<file path="config.mk">
export PLATFORM = sky130hd
export DESIGN_NAME = k_sync_fifo_ram
export DESIGN_NICKNAME = d
export VERILOG_FILES = /design/src/rtl/k_sync_fifo_ram.sv
export SDC_FILE = /design/constraint.sdc
export NUM_CORES = 1
export LEC_CHECK = 0
export CORE_MARGIN = 4
export CORE_UTILIZATION = 35
export CTS_CLUSTER_DIAMETER = 120
export DETAILED_ROUTE_END_ITERATION = 8
export SLEW_MARGIN = 20
export SYNTH_ARGS = -nofsm -noshare
export SYNTH_HDL_FRONTEND = slang
export SYNTH_SLANG_ARGS = --single-unit
</file>
<file path="constraint.sdc">
create_clock -name clk -period 3.4 [get_ports clk]
set_input_delay 1.02 -clock clk [delete_from_list [all_inputs] [get_ports clk]]
set_output_delay 1.02 -clock clk [all_outputs]
set_load 0.005 [all_outputs]
</file>
<file path="src/rtl/k_sync_fifo_ram.sv">
// Single-clock FIFO over a dual-port word array with registered read data,
// level flags derived from wrap-bit pointers, and one-cycle over/underflow pulses.
module k_sync_fifo_ram #(
    parameter int DATA_W = 8,
    parameter int ADDR_W = 2,
    parameter int AF_LVL = (1 << ADDR_W) - 1,
    parameter int AE_LVL = 1
) (
    input  logic              clk,
    input  logic              rst_n,
    input  logic              wr_en,
    input  logic [DATA_W-1:0] wr_data,
    input  logic              rd_en,
    output logic [DATA_W-1:0] rd_data,
    output logic              rd_valid,
    output logic              full,
    output logic              empty,
    output logic              almost_full,
    output logic              almost_empty,
    output logic [ADDR_W:0]   count,
    output logic              overflow,
    output logic              underflow
);

    localparam int              DEPTH  = 1 << ADDR_W;
    localparam logic [ADDR_W:0] AF_CNT = (ADDR_W + 1)'(AF_LVL);
    localparam logic [ADDR_W:0] AE_CNT = (ADDR_W + 1)'(AE_LVL);

    logic [DATA_W-1:0] mem [DEPTH];
    logic [ADDR_W:0]   wr_ptr;
    logic [ADDR_W:0]   rd_ptr;
    logic              wr_accept;
    logic              rd_accept;

    // Flags come straight from the pointers, so they move on the same edge as the pointers.
    assign count        = wr_ptr - rd_ptr;
    assign empty        = (wr_ptr == rd_ptr);
    assign full         = (wr_ptr[ADDR_W] != rd_ptr[ADDR_W]) &&
                          (wr_ptr[ADDR_W-1:0] == rd_ptr[ADDR_W-1:0]);
    assign almost_full  = (count >= AF_CNT);
    assign almost_empty = (count <= AE_CNT);

    // A read frees a slot in the same cycle, so a full FIFO can still take a write.
    assign rd_accept = rd_en && !empty;
    assign wr_accept = wr_en && (!full || rd_accept);

    // NOTE: the array has no reset; stale words are unreachable because the pointers reset equal.
    always_ff @(posedge clk) begin
        if (wr_accept) begin
            mem[wr_ptr[ADDR_W-1:0]] <= wr_data;
        end
    end

    // NOTE: all state here uses non-blocking assignments so every register samples pre-edge values.
    always_ff @(posedge clk or negedge rst_n) begin
        if (!rst_n) begin
            wr_ptr    <= '0;
            rd_ptr    <= '0;
            rd_data   <= '0;
            rd_valid  <= 1'b0;
            overflow  <= 1'b0;
            underflow <= 1'b0;
        end else begin
            rd_valid  <= rd_accept;
            overflow  <= wr_en && !wr_accept;
            underflow <= rd_en && !rd_accept;
            if (wr_accept) begin
                wr_ptr <= wr_ptr + 1'b1;
            end
            if (rd_accept) begin
                rd_data <= mem[rd_ptr[ADDR_W-1:0]];
                rd_ptr  <= rd_ptr + 1'b1;
            end
        end
    end

endmodule

</file>
# Word level (Yosys, flattened, before mapping)
# Memories as Yosys holds them, arrays and structs flattened. A register that Yosys moved wholly into a read port is not among the register bits.
# Cells that the tools add are included.
# W data, S select, Z words.
# op_classes
n_eq_ne,3
mux,2
n_lt_le_gt_ge,2
addsub,3
n_reduce_logical,11
# op_table
op,n
$add A3 B1 Y3 const B,2
$logic_and A1 B1 Y1,5
$logic_not A1 Y1,5
$eq A3 B3 Y1,1
$ge A3 B2 Y1 const B,1
$le A3 B1 Y1 const B,1
$sub A3 B3 Y3,1
$eq A2 B2 Y1,1
$mux W1,2
$logic_or A1 B1 Y1,1
$ne A1 B1 Y1,1
# totals
wordCells,27
inputBits,12
register_bits,9
memories,1
output_inout_bits,18
ramBits,32
# memory_table
name,depth,word_bits,read_ports,rd_clocked_by_memory_dff,wr,line_no,source
mem,4,8,1,1,1,29,logic [DATA_W-1:0] mem [DEPTH];

# Logic depth before layout (Yosys ltp)
# depth
word_depth,7
mapped_depth,7
depth_no_buf,6

# Least setup slack after synthesis
# No wires, ideal clock.
# synth_timing
path_kind,reg2out
startpoint,register rd_ptr[1]
endpoint,output port almost_full
required_time_ns,2.380
arrival_ns,1.567
stages_incl_launch_ff,6
path_slack_ns,0.813
n_path_buf,1
path_cell_list,dfrtp_1 clkbuf_1 inv_1 fa_1 xnor2_1 a21o_1
# synth_via
elab_chain_cells,2
# synth_rtl
element,line_no,source
"start, declared",31,logic [ADDR_W:0] rd_ptr;
"start signal, assigned",72,rd_ptr <= rd_ptr + 1'b1;
$sub A3 B3 Y3,36,assign count = wr_ptr - rd_ptr;
net count[2],20,"output logic [ADDR_W:0] count,"
$ge A3 B2 Y1,40,assign almost_full = (count >= AF_CNT);
"end, declared",18,"output logic almost_full,"
# The timed path passes the listed nets, and every way through them passes these cells.

# Worst setup path after layout
# layout_timing
startpoint,register wr_ptr[0]
endpoint,output port almost_full
# layout_via
elab_chain_cells,2
# layout_rtl
element,line_no,source
"start, declared",30,logic [ADDR_W:0] wr_ptr;
"start signal, assigned",68,wr_ptr <= wr_ptr + 1'b1;
$sub A3 B3 Y3,36,
$ge A3 B2 Y1,40,
# No other way between the ends.

==> flow_summary_export.csv <==
group,metric,value,unit
finish,finalNonFillerCells,216,
critical_path,crit_chain,"inv_1, ha_1, inv_1, fa_1, xnor2_2, a21o_1, clkdlybuf4s50_1",
route,dr.pass1.iters,4,
route,drc_errors,0,
placement,gp_congestion,0.7910,
clock_network,ctsResizeCount,0,
synthesis,synth_warnings,0,
sta,period_share,96.65,%
clock_network,clk_path_buf_depth,2,
finish,syn2layout_area_growth,23.47,%
route,postRouteAntennaNets,0,
floorplan,io_pins,30,
sta,skew,7.698,ps
clock_network,clk_pin_slew,90,ps
sta,worst_slack,113.9,ps
global_routing,antenna_found_initial,0,
sta,worst_pin_slew,805.1,ps
finish,fin_nets,163,
synthesis,syn_avg_cell_area,18.80,um^2
route,via_per_inst,4.616,
clock_network,postCtsSetupRepairBufs,0,
finish,drive_above_1_share,21.53,%
floorplan,die_w,84.17,um
floorplan,die-area,7085,um^2
placement,hpwlAfterDp,2307,um
critical_path,arrival,2270,ps
synthesis,ys_types,23,
critical_path,worstSetupPathType,"register to primary output",
sta,holdWs,520.3,ps
clock_network,htreeDepth,2,
global_routing,grt.overflow.total,0,
synthesis,syn_inst,108,
sta,relSlewSlack,46.32,%
critical_path,cp_max_fo,4,
synthesis,synth.largest_area_cell,"edfxtp_1",
synthesis,synth_area_leaders,"edfxtp_1, dfrtp_1, mux4_2",
floorplan,rows,27,
power_and_ir_drop,finalPower,2.420,mW
critical_path,rrSetupSlack,1200,ps
sta,period_minus_slack,3286,ps
floorplan,coreArea,5574,um^2
critical_path,timing.rr.start,"wr_ptr[0]$_DFFE_PN0N_",
critical_path,cp_slowest_cell,"clkdlybuf4s50_1",
route,avgRoutedWirePerCell,15.41,um
power_and_ir_drop,leakagePower,0.9629,nW
global_routing,grt_pass1_vias,1126,
critical_path,startpoint_type,"register",
flow_run,drv_cap,0,
global_routing,grt_pass1_wl,5506,um
route,vias,997,
placement,placed_area,2406,um^2
route,detail_route.iter0.violations,49,
min_path,holdPathEnd,"rd_data[5]$_DFFE_PN0P_",
sta,fmax,0.3043,GHz
sta,finalSetupTns,0,ps
placement,dpl_worst_slack,378.6,ps
critical_path,critPathMaxStageDelay,500,ps
synthesis,ys_ff_latch,49,
clock_network,clock_sinks,49,
floorplan,start_util,36.43,%
critical_path,ff2ff_path_depth,5,
placement,io_buffers,29,
min_path,hold_class,"register to register",
global_routing,grt_usage,10.13,%
clock_network,cts_hold_buf,0,
critical_path,r2r-end,"rd_data[7]$_DFFE_PN0P_",
clock_network,cts-root-buf,"clkbuf_8",
min_path,worstHoldStart,"rd_data[5]$_DFFE_PN0P_",
floorplan,chipHeight,84.17,um
synthesis,yosysTopAreaCellShare,47.32,%
synthesis,synthesis.area,2031,um^2
synthesis,seq_area_frac_synth,68.27,%
finish,fin_area,2507,um^2
clock_network,cts_buffers,5,
clock_network,clock_latency,290,ps
route,wl,3329,um
critical_path,cp_common_cell,"inv_1",
synthesis,synth_nets,128,
power_and_ir_drop,ir_drop,0.0004292,V
finish,fin_util,44.98,%
placement,dp_cells,208,
finish,layout_commonest_cell,"edfxtp_1",
critical_path,required,2380,ps
finish,final_cell_mix,"edfxtp_1, clkdlybuf4s50_1, dfrtp_1",
sta,drv_slew,0,
clock_network,cts_tree,"done",
finish,diodes,0,
sta,setup_viol,0,
min_path,hold_depth,1,
power_and_ir_drop,power.density,965.1,nW/um^2
global_routing,grt_start_max_net_pins,18,
sta,finalHoldViolations,0,
critical_path,critPathCaptureType,"primary output",
outcome,status,"completed",
-- area by class of cell --
type / count / area, um^2
Fill cell: 500 / 3067
Sequential cell: 49 / 1386
Multi-Input combinational cell: 48 / 601.8
Timing Repair Buffer: 31 / 305.3
Tap cell: 72 / 90.09
Clock buffer: 7 / 86.33
Inverter: 8 / 30.03
Clock inverter: 1 / 7.507
-- where the power goes --
group          internal [mW]  switching, mW  total (mW)
Clock                  0.165          0.181       0.347
Combinational          0.690          0.463        1.15
Sequential             0.827         0.0933       0.920
Total                   1.68          0.738        2.42
-- cell usage after synthesis --
library cell	number
edfxtp_1	32
dfrtp_1	17
inv_1	8
mux2_4	8
mux4_2	8
ha_1	7
xnor2_1	6
nor2_1	4
and3_1	3
mux2_2	2
a21o_1	1
and2_1	1
buf_2	1
buf_6	1
clkbuf_1	1
fa_1	1
nand2_1	1
o211ai_1	1
o21ai_2	1
o311ai_1	1
o31ai_2	1
or3_1	1
xor2_2	1
-- how the worst max path moves through the flow --
stage	from	to	slack [ps]	cells after the start
after floorplan	rd_ptr[1]$_DFFE_PN0P_	almost_full	810	5
after global placement	wr_ptr[0]$_DFFE_PN0N_	almost_full	470	7
after detailed placement	wr_ptr[0]$_DFFE_PN0N_	almost_full	380	7
after CTS	wr_ptr[0]$_DFFE_PN0N_	almost_full	40	7
after global routing	wr_ptr[0]$_DFFE_PN0N_	almost_full	-7	7
final	wr_ptr[0]$_DFFE_PN0N_	almost_full	110	7
-- sequential cells by signal (all words and copies together), names as in the netlist --
name,cells
mem,32
overflow,1
rd_data,8
rd_ptr,3
rd_valid,1
underflow,1
wr_ptr,3
-- per-layer routing --
layer | global-route usage, % | up-vias | routed length, um
met5 | 0 | - | 0
met4 | 3.947 | 0 | 38
met3 | 2.650 | 5 | 110
met2 | 18.65 | 15 | 1822
met1 | 11.04 | 512 | 1357
li1 | - | 465 | -
-- worst max-delay path, delay by kind of cell (launching register included) --
kind	cells	cell delay, ps
AOI/OAI and AO/OA	1	110
buffers and inverters	3	680
DFF	1	430
xor gates and xnor gates	1	210
adders and majority gates	2	560
-- logic make-up (layout without fill, tap and decap cells) --
logic type | count (synthesis) | in the layout | share of synthesized area, %
muxes | 18 | 18 | 15.90
AOI/OAI and AO/OA | 5 | 5 | 2.218
buffers and inverters | 11 | 47 | 2.464
adders and majority gates | 8 | 8 | 5.299
DFF | 49 | 49 | 68.27
and+or+nand+nor | 10 | 10 | 2.465
xor gates and xnor gates | 7 | 7 | 3.389
(Power assumes the default switching activity.)
==> patch 1, RTL diff (config.mk and constraints unchanged) <==
Put one more register stage on the output `overflow`, with the module's reset. The value now appears one clock later. The other outputs are not delayed to match.
--- a/src/rtl/k_sync_fifo_ram.sv
+++ b/src/rtl/k_sync_fifo_ram.sv
@@ -27,2 +27,4 @@
     localparam logic [ADDR_W:0] AE_CNT = (ADDR_W + 1)'(AE_LVL);
+
+    logic overflow_s0;
 
@@ -60,3 +62,3 @@
             rd_valid  <= 1'b0;
-            overflow  <= 1'b0;
+            overflow_s0 <= 1'b0;
             underflow <= 1'b0;
@@ -64,3 +66,3 @@
             rd_valid  <= rd_accept;
-            overflow  <= wr_en && !wr_accept;
+            overflow_s0 <= wr_en && !wr_accept;
             underflow <= rd_en && !rd_accept;
@@ -76,2 +78,10 @@
 
+    always_ff @(posedge clk or negedge rst_n) begin
+        if (!rst_n) begin
+            overflow <= '0;
+        end else begin
+            overflow <= overflow_s0;
+        end
+    end
+
 endmodule
Behaviour: not the same (a bounded check fails within 10 cycles, from zero or initial values and one cycle with rst_n low).
==> patch 1 against the unedited design <==
- area after synthesis rose by 1.2%
- sequential cell count rose by 1
- sequential share of layout area rose by 0.61 points
- routed wire length rose by 3.5%
- global-route usage fell by 0.10 points
- clock skew fell by 0.0042 ns
- utilization barely moved
- count of clock-buffer cells in the layout fell by 1
- cell area rose by 0.70%
- power fell by 0.18%
- worst setup slack improved by 0.015 ns
==> patch 1: results (changes against the unedited design) <==
The DRC marker count from the first detailed-route iteration is 54 (+10%). The met2 global-route usage came out at 0.174 (-0.0128). The number of iterations in the first detailed-routing pass is 3 (-1).

The parity-gate share of the synthesized area counting xor and xnor cells is 0.0335 (-0.000413). The number of placed instances, taps included is 209 (+0.48%). The total met2 wirelength after detailed routing came out at 1790 um (-1.9%). The non-filler instance count after layout is 217 (+0.46%). The first-pass GRT wire length is 5400 um (-1.9%). The share of cell area taken by muxes after synthesis came out at 0.157 (-0.00194).

The met1 wire length is 1510 um (+11%). The routed wire length per instance was 15.9 um (+3.0%). The flow ran to the end, and the final reports show no timing, DRC or antenna violations. The total nets after synthesis is 129 (+0.78%). The leakage power of the design came to 0.977 nW (+1.5%). The pre-CTS worst setup slack is 0.396 ns (+0.0173 ns). The met3 wire length came out at 106 um (-3.6%). The share of flip-flops with an asynchronous set or reset after synthesis is 0.360 (+0.0131). The total routing usage reported by global routing came out at 0.100 (-0.00102). The pin count of the biggest net entering global routing is 19 (+1).

The HPWL reported at the end of detailed placement is 2390 um (+3.7%). The share of post-route cells with drive strength above 1 is 0.214 (-0.00148). The portion of the post-synthesis area used by sequential elements is 0.687 (+0.00386). The met1 usage is 0.122 (+0.0121). The count of vias placed by the detailed router came out at 998 (+0.10%). The peak supply drop is 0.339 mV (-21%). The data arrival time of the critical path came to 2.25 ns (-0.02 ns). The net total in the final layout is 164 (+0.61%). In the synthesized netlist, the cells that appear most often are sky130_fd_sc_hd__edfxtp_1, sky130_fd_sc_hd__dfrtp_1, sky130_fd_sc_hd__inv_1, sky130_fd_sc_hd__mux2_4, sky130_fd_sc_hd__mux4_2. The post-place instance area was 2430 sq um (+1.0%). The met3 track demand over resource is 0.0236 (-0.00294). The worst max-slew margin expressed relative to the limit was 0.439 (-0.0238). The count of input and output buffers came to 29 (unchanged).
[patch 1: cell count changes after synthesis]
cell                      unedited run  this run
sky130_fd_sc_hd__dfrtp_1            17        18
[patch 1: where the power goes]
part | total, W | internal [W] | switching, W
clock network | 0.000327 | 0.000145 | 0.000182
registers | 0.000934 | 0.000841 | 0.0000927
logic | 0.00115 | 0.000691 | 0.000464
[patch 1: path summary, 6_finish.rpt]
path | end | start | cells past startpoint | slack, ns
setup / recovery | almost_full | wr_ptr[0]$_DFFE_PN0N_ | 7 | 0.13
max in group asynchronous | rd_data[4]$_DFFE_PN0P_ | rst_n | 1 | 1.69
setup reg to reg | rd_data[7]$_DFFE_PN0P_ | wr_ptr[0]$_DFFE_PN0N_ | 5 | 1.19
hold reg to reg | overflow$_DFF_PN0_ | overflow_s0$_DFF_PN0_ | 0 | 0.36
min in group asynchronous | rd_data[1]$_DFFE_PN0P_ | rst_n | 1 | 1.20
hold / removal | overflow$_DFF_PN0_ | overflow_s0$_DFF_PN0_ | 0 | 0.36
[patch 1: area by class of cell]
cell class | count | area, sq um
repair buffers | 31 | 305
clock inverters | 2 | 13.8
fillers | 523 | 3080
clock buffers | 6 | 72.6
inverters | 8 | 30.0
well taps | 72 | 90.1
multi-input cells | 48 | 602
flip-flops and latches | 50 | 1410
[patch 1: worst register-to-register path, cell delays in order, from the launching register on]
cell and delay [ns]:
sky130_fd_sc_hd__dfrtp_1 0.42, sky130_fd_sc_hd__inv_1 0.10, sky130_fd_sc_hd__ha_1 0.31, sky130_fd_sc_hd__nand2_1 0.16
sky130_fd_sc_hd__o21ai_2 0.70, sky130_fd_sc_hd__mux2_2 0.41
==> patch 2, RTL diff (config.mk and constraints unchanged) <==
Made on the original files. Change the parameter `DATA_W` from 8 to 7.
--- a/src/rtl/k_sync_fifo_ram.sv
+++ b/src/rtl/k_sync_fifo_ram.sv
@@ -3,3 +3,3 @@
 module k_sync_fifo_ram #(
-    parameter int DATA_W = 8,
+    parameter int DATA_W = 7,
     parameter int ADDR_W = 2,
Ports: changed (resized rd_data and wr_data); port bits go from 30 to 28. No check against the original RTL was run, so the function may have changed too.
==> patch 2 against the unedited design <==
- sequential cell count fell by 5
- cell count fell by 4.2%
- power shrank 1.1%
- area after synthesis fell by 8.4%
- routed wire length fell by 1.5%
- cell area is 5.5% lower
- utilization grew 1.1 points
- sequential power decreased by 9.7%
- worst setup slack better by 0.046 ns
- largest power group unchanged
==> patch 2: results (changes against the unedited design) <==
The total routing usage reported by global routing came out at 0.117 (+0.0153). The met1 usage is 0.149 (+0.0388). The post-place instance area is 2220 sq um (-7.5%). The pre-CTS worst setup slack is 0.400 ns (+0.0209 ns). The worst hold path terminates at rd_data[4]$_DFFE_PN0P_. The total clock buffers created by CTS came out at 5 (unchanged). The final-layout non-clock buffer area share was 0.127 (+0.00503).

By area the synthesized netlist is led by sky130_fd_sc_hd__edfxtp_1, sky130_fd_sc_hd__dfrtp_1, sky130_fd_sc_hd__mux4_2, sky130_fd_sc_hd__mux2_4, sky130_fd_sc_hd__ha_1. The count of multi-input combinational gates is 46 (-4.2%). The worst max-slew margin expressed relative to the limit came out at 0.476 (+0.0126). The clock tree skew after final layout is 0.00347 ns (-0.00423 ns). The cell count of the worst hold path is 1 (unchanged). The cell count after synthesis came out at 100 (-7.4%). In this run the most critical hold path is launched from rd_data[4]$_DFFE_PN0P_.

The share of flip-flops with an asynchronous set or reset after synthesis came out at 0.364 (+0.0167). The total met2 wirelength after detailed routing came out at 1720 um (-5.4%). The met3 track demand over resource came out at 0.0366 (+0.0101). The flip-flop count of the largest register, all copies and words added came out at 28 (-13%). The number of fill cells in the layout is 481 (-3.8%). The share of post-route cells with drive strength above 1 came out at 0.241 (+0.0256).

The least setup slack across all paths after layout came to 0.160 ns (+0.0457 ns). The leakage power of the design came out at 0.926 nW (-3.8%). The met3 wire length is 113 um (+2.7%). The count of input and output buffers is 27 (-6.9%).

The total nets after synthesis is 119 (-7.0%). The run finished with clean final reports. The number of vias per cell after detailed routing is 4.59 (-0.47%). The sum of routed wire length over all layers is 3280 um (-1.5%). The distinct cell type count after synthesis was 22 (-4.3%).

The met1 wire length came to 1390 um (+2.3%). The number of flops mapped to enable cells by yosys is 28 (-13%). The first-pass GRT wire length came out at 5500 um (-0.13%).

The DRC marker count from the first detailed-route iteration is 22 (-55%). The via count of the first global-routing pass came out at 1060 (-5.9%). The multi-input gate area in the final layout is 588 sq um (-2.3%). The internal power contribution is 0.00166 W (-1.3%). The data arrival time of the critical path is 2.22 ns (-0.05 ns). The met2 global-route usage came to 0.187 (+0.000678).

The weighted congestion at the end of routability-driven global placement came to 0.708 (-11%). The non-filler instance count after layout came out at 207 (-4.2%). The number of flip-flops and latches in the synthesized netlist came to 44 (-10%). The HPWL reported at the end of detailed placement was 2290 um (-0.66%). The peak supply drop came out at 0.364 mV (-15%). The clock buffer count in the final layout came to 6 (-1).

The commonest cells after synthesis are sky130_fd_sc_hd__edfxtp_1, sky130_fd_sc_hd__dfrtp_1, sky130_fd_sc_hd__inv_1, sky130_fd_sc_hd__mux2_4. The pin count of the biggest net entering global routing is 17 (-1). The portion of the post-synthesis area used by sequential elements came out at 0.667 (-0.0156). The worst slack on hold paths is 0.515 ns (-0.00541 ns). The slack of the worst reg-to-reg path came out at 1.30 ns (+0.10 ns).

The number of placed instances, taps included is 197 (-5.3%). The fraction of standard cell area that is sequential was 0.524 (-0.0289). The sequential cell area in the final layout came out at 1240 sq um (-10%).
[patch 2: power by group through the flow]
stage | sequential (W) | clock [W] | combinational (W)
final | 0.000831 | 0.000417 | 0.00115
after global routing | 0.000850 | 0.000460 | 0.00126
after CTS | 0.000835 | 0.000427 | 0.00113
after detailed placement | 0.000844 | 0 | 0.00113
after global placement | 0.000834 | 0 | 0.00111
after floorplan | 0.000832 | 0 | 0.000631
[patch 2: worst max-delay path, delay by kind of cell, from the launching register on]
family,cells,cell delay (ns)
AO/OA/AOI/OAI,1,0.10
XOR/XNOR,1,0.19
adder cells (fa/ha/maj),2,0.55
buffers and inverters,3,0.65
flip-flops,1,0.43
[patch 2: cells by family (layout without fill, tap and decap cells)]
family                   Yosys count  in the layout  share of synthesized area
AO/OA/AOI/OAI                      5              5                     0.0323
XOR/XNOR                           7              7                     0.0370
adder cells (fa/ha/maj)            8              8                     0.0578
buffers and inverters             10             47                     0.0208
flip-flops                        44             44                      0.667
multiplexers                      16             16                      0.155
AND/OR/NAND/NOR                   10             10                     0.0296
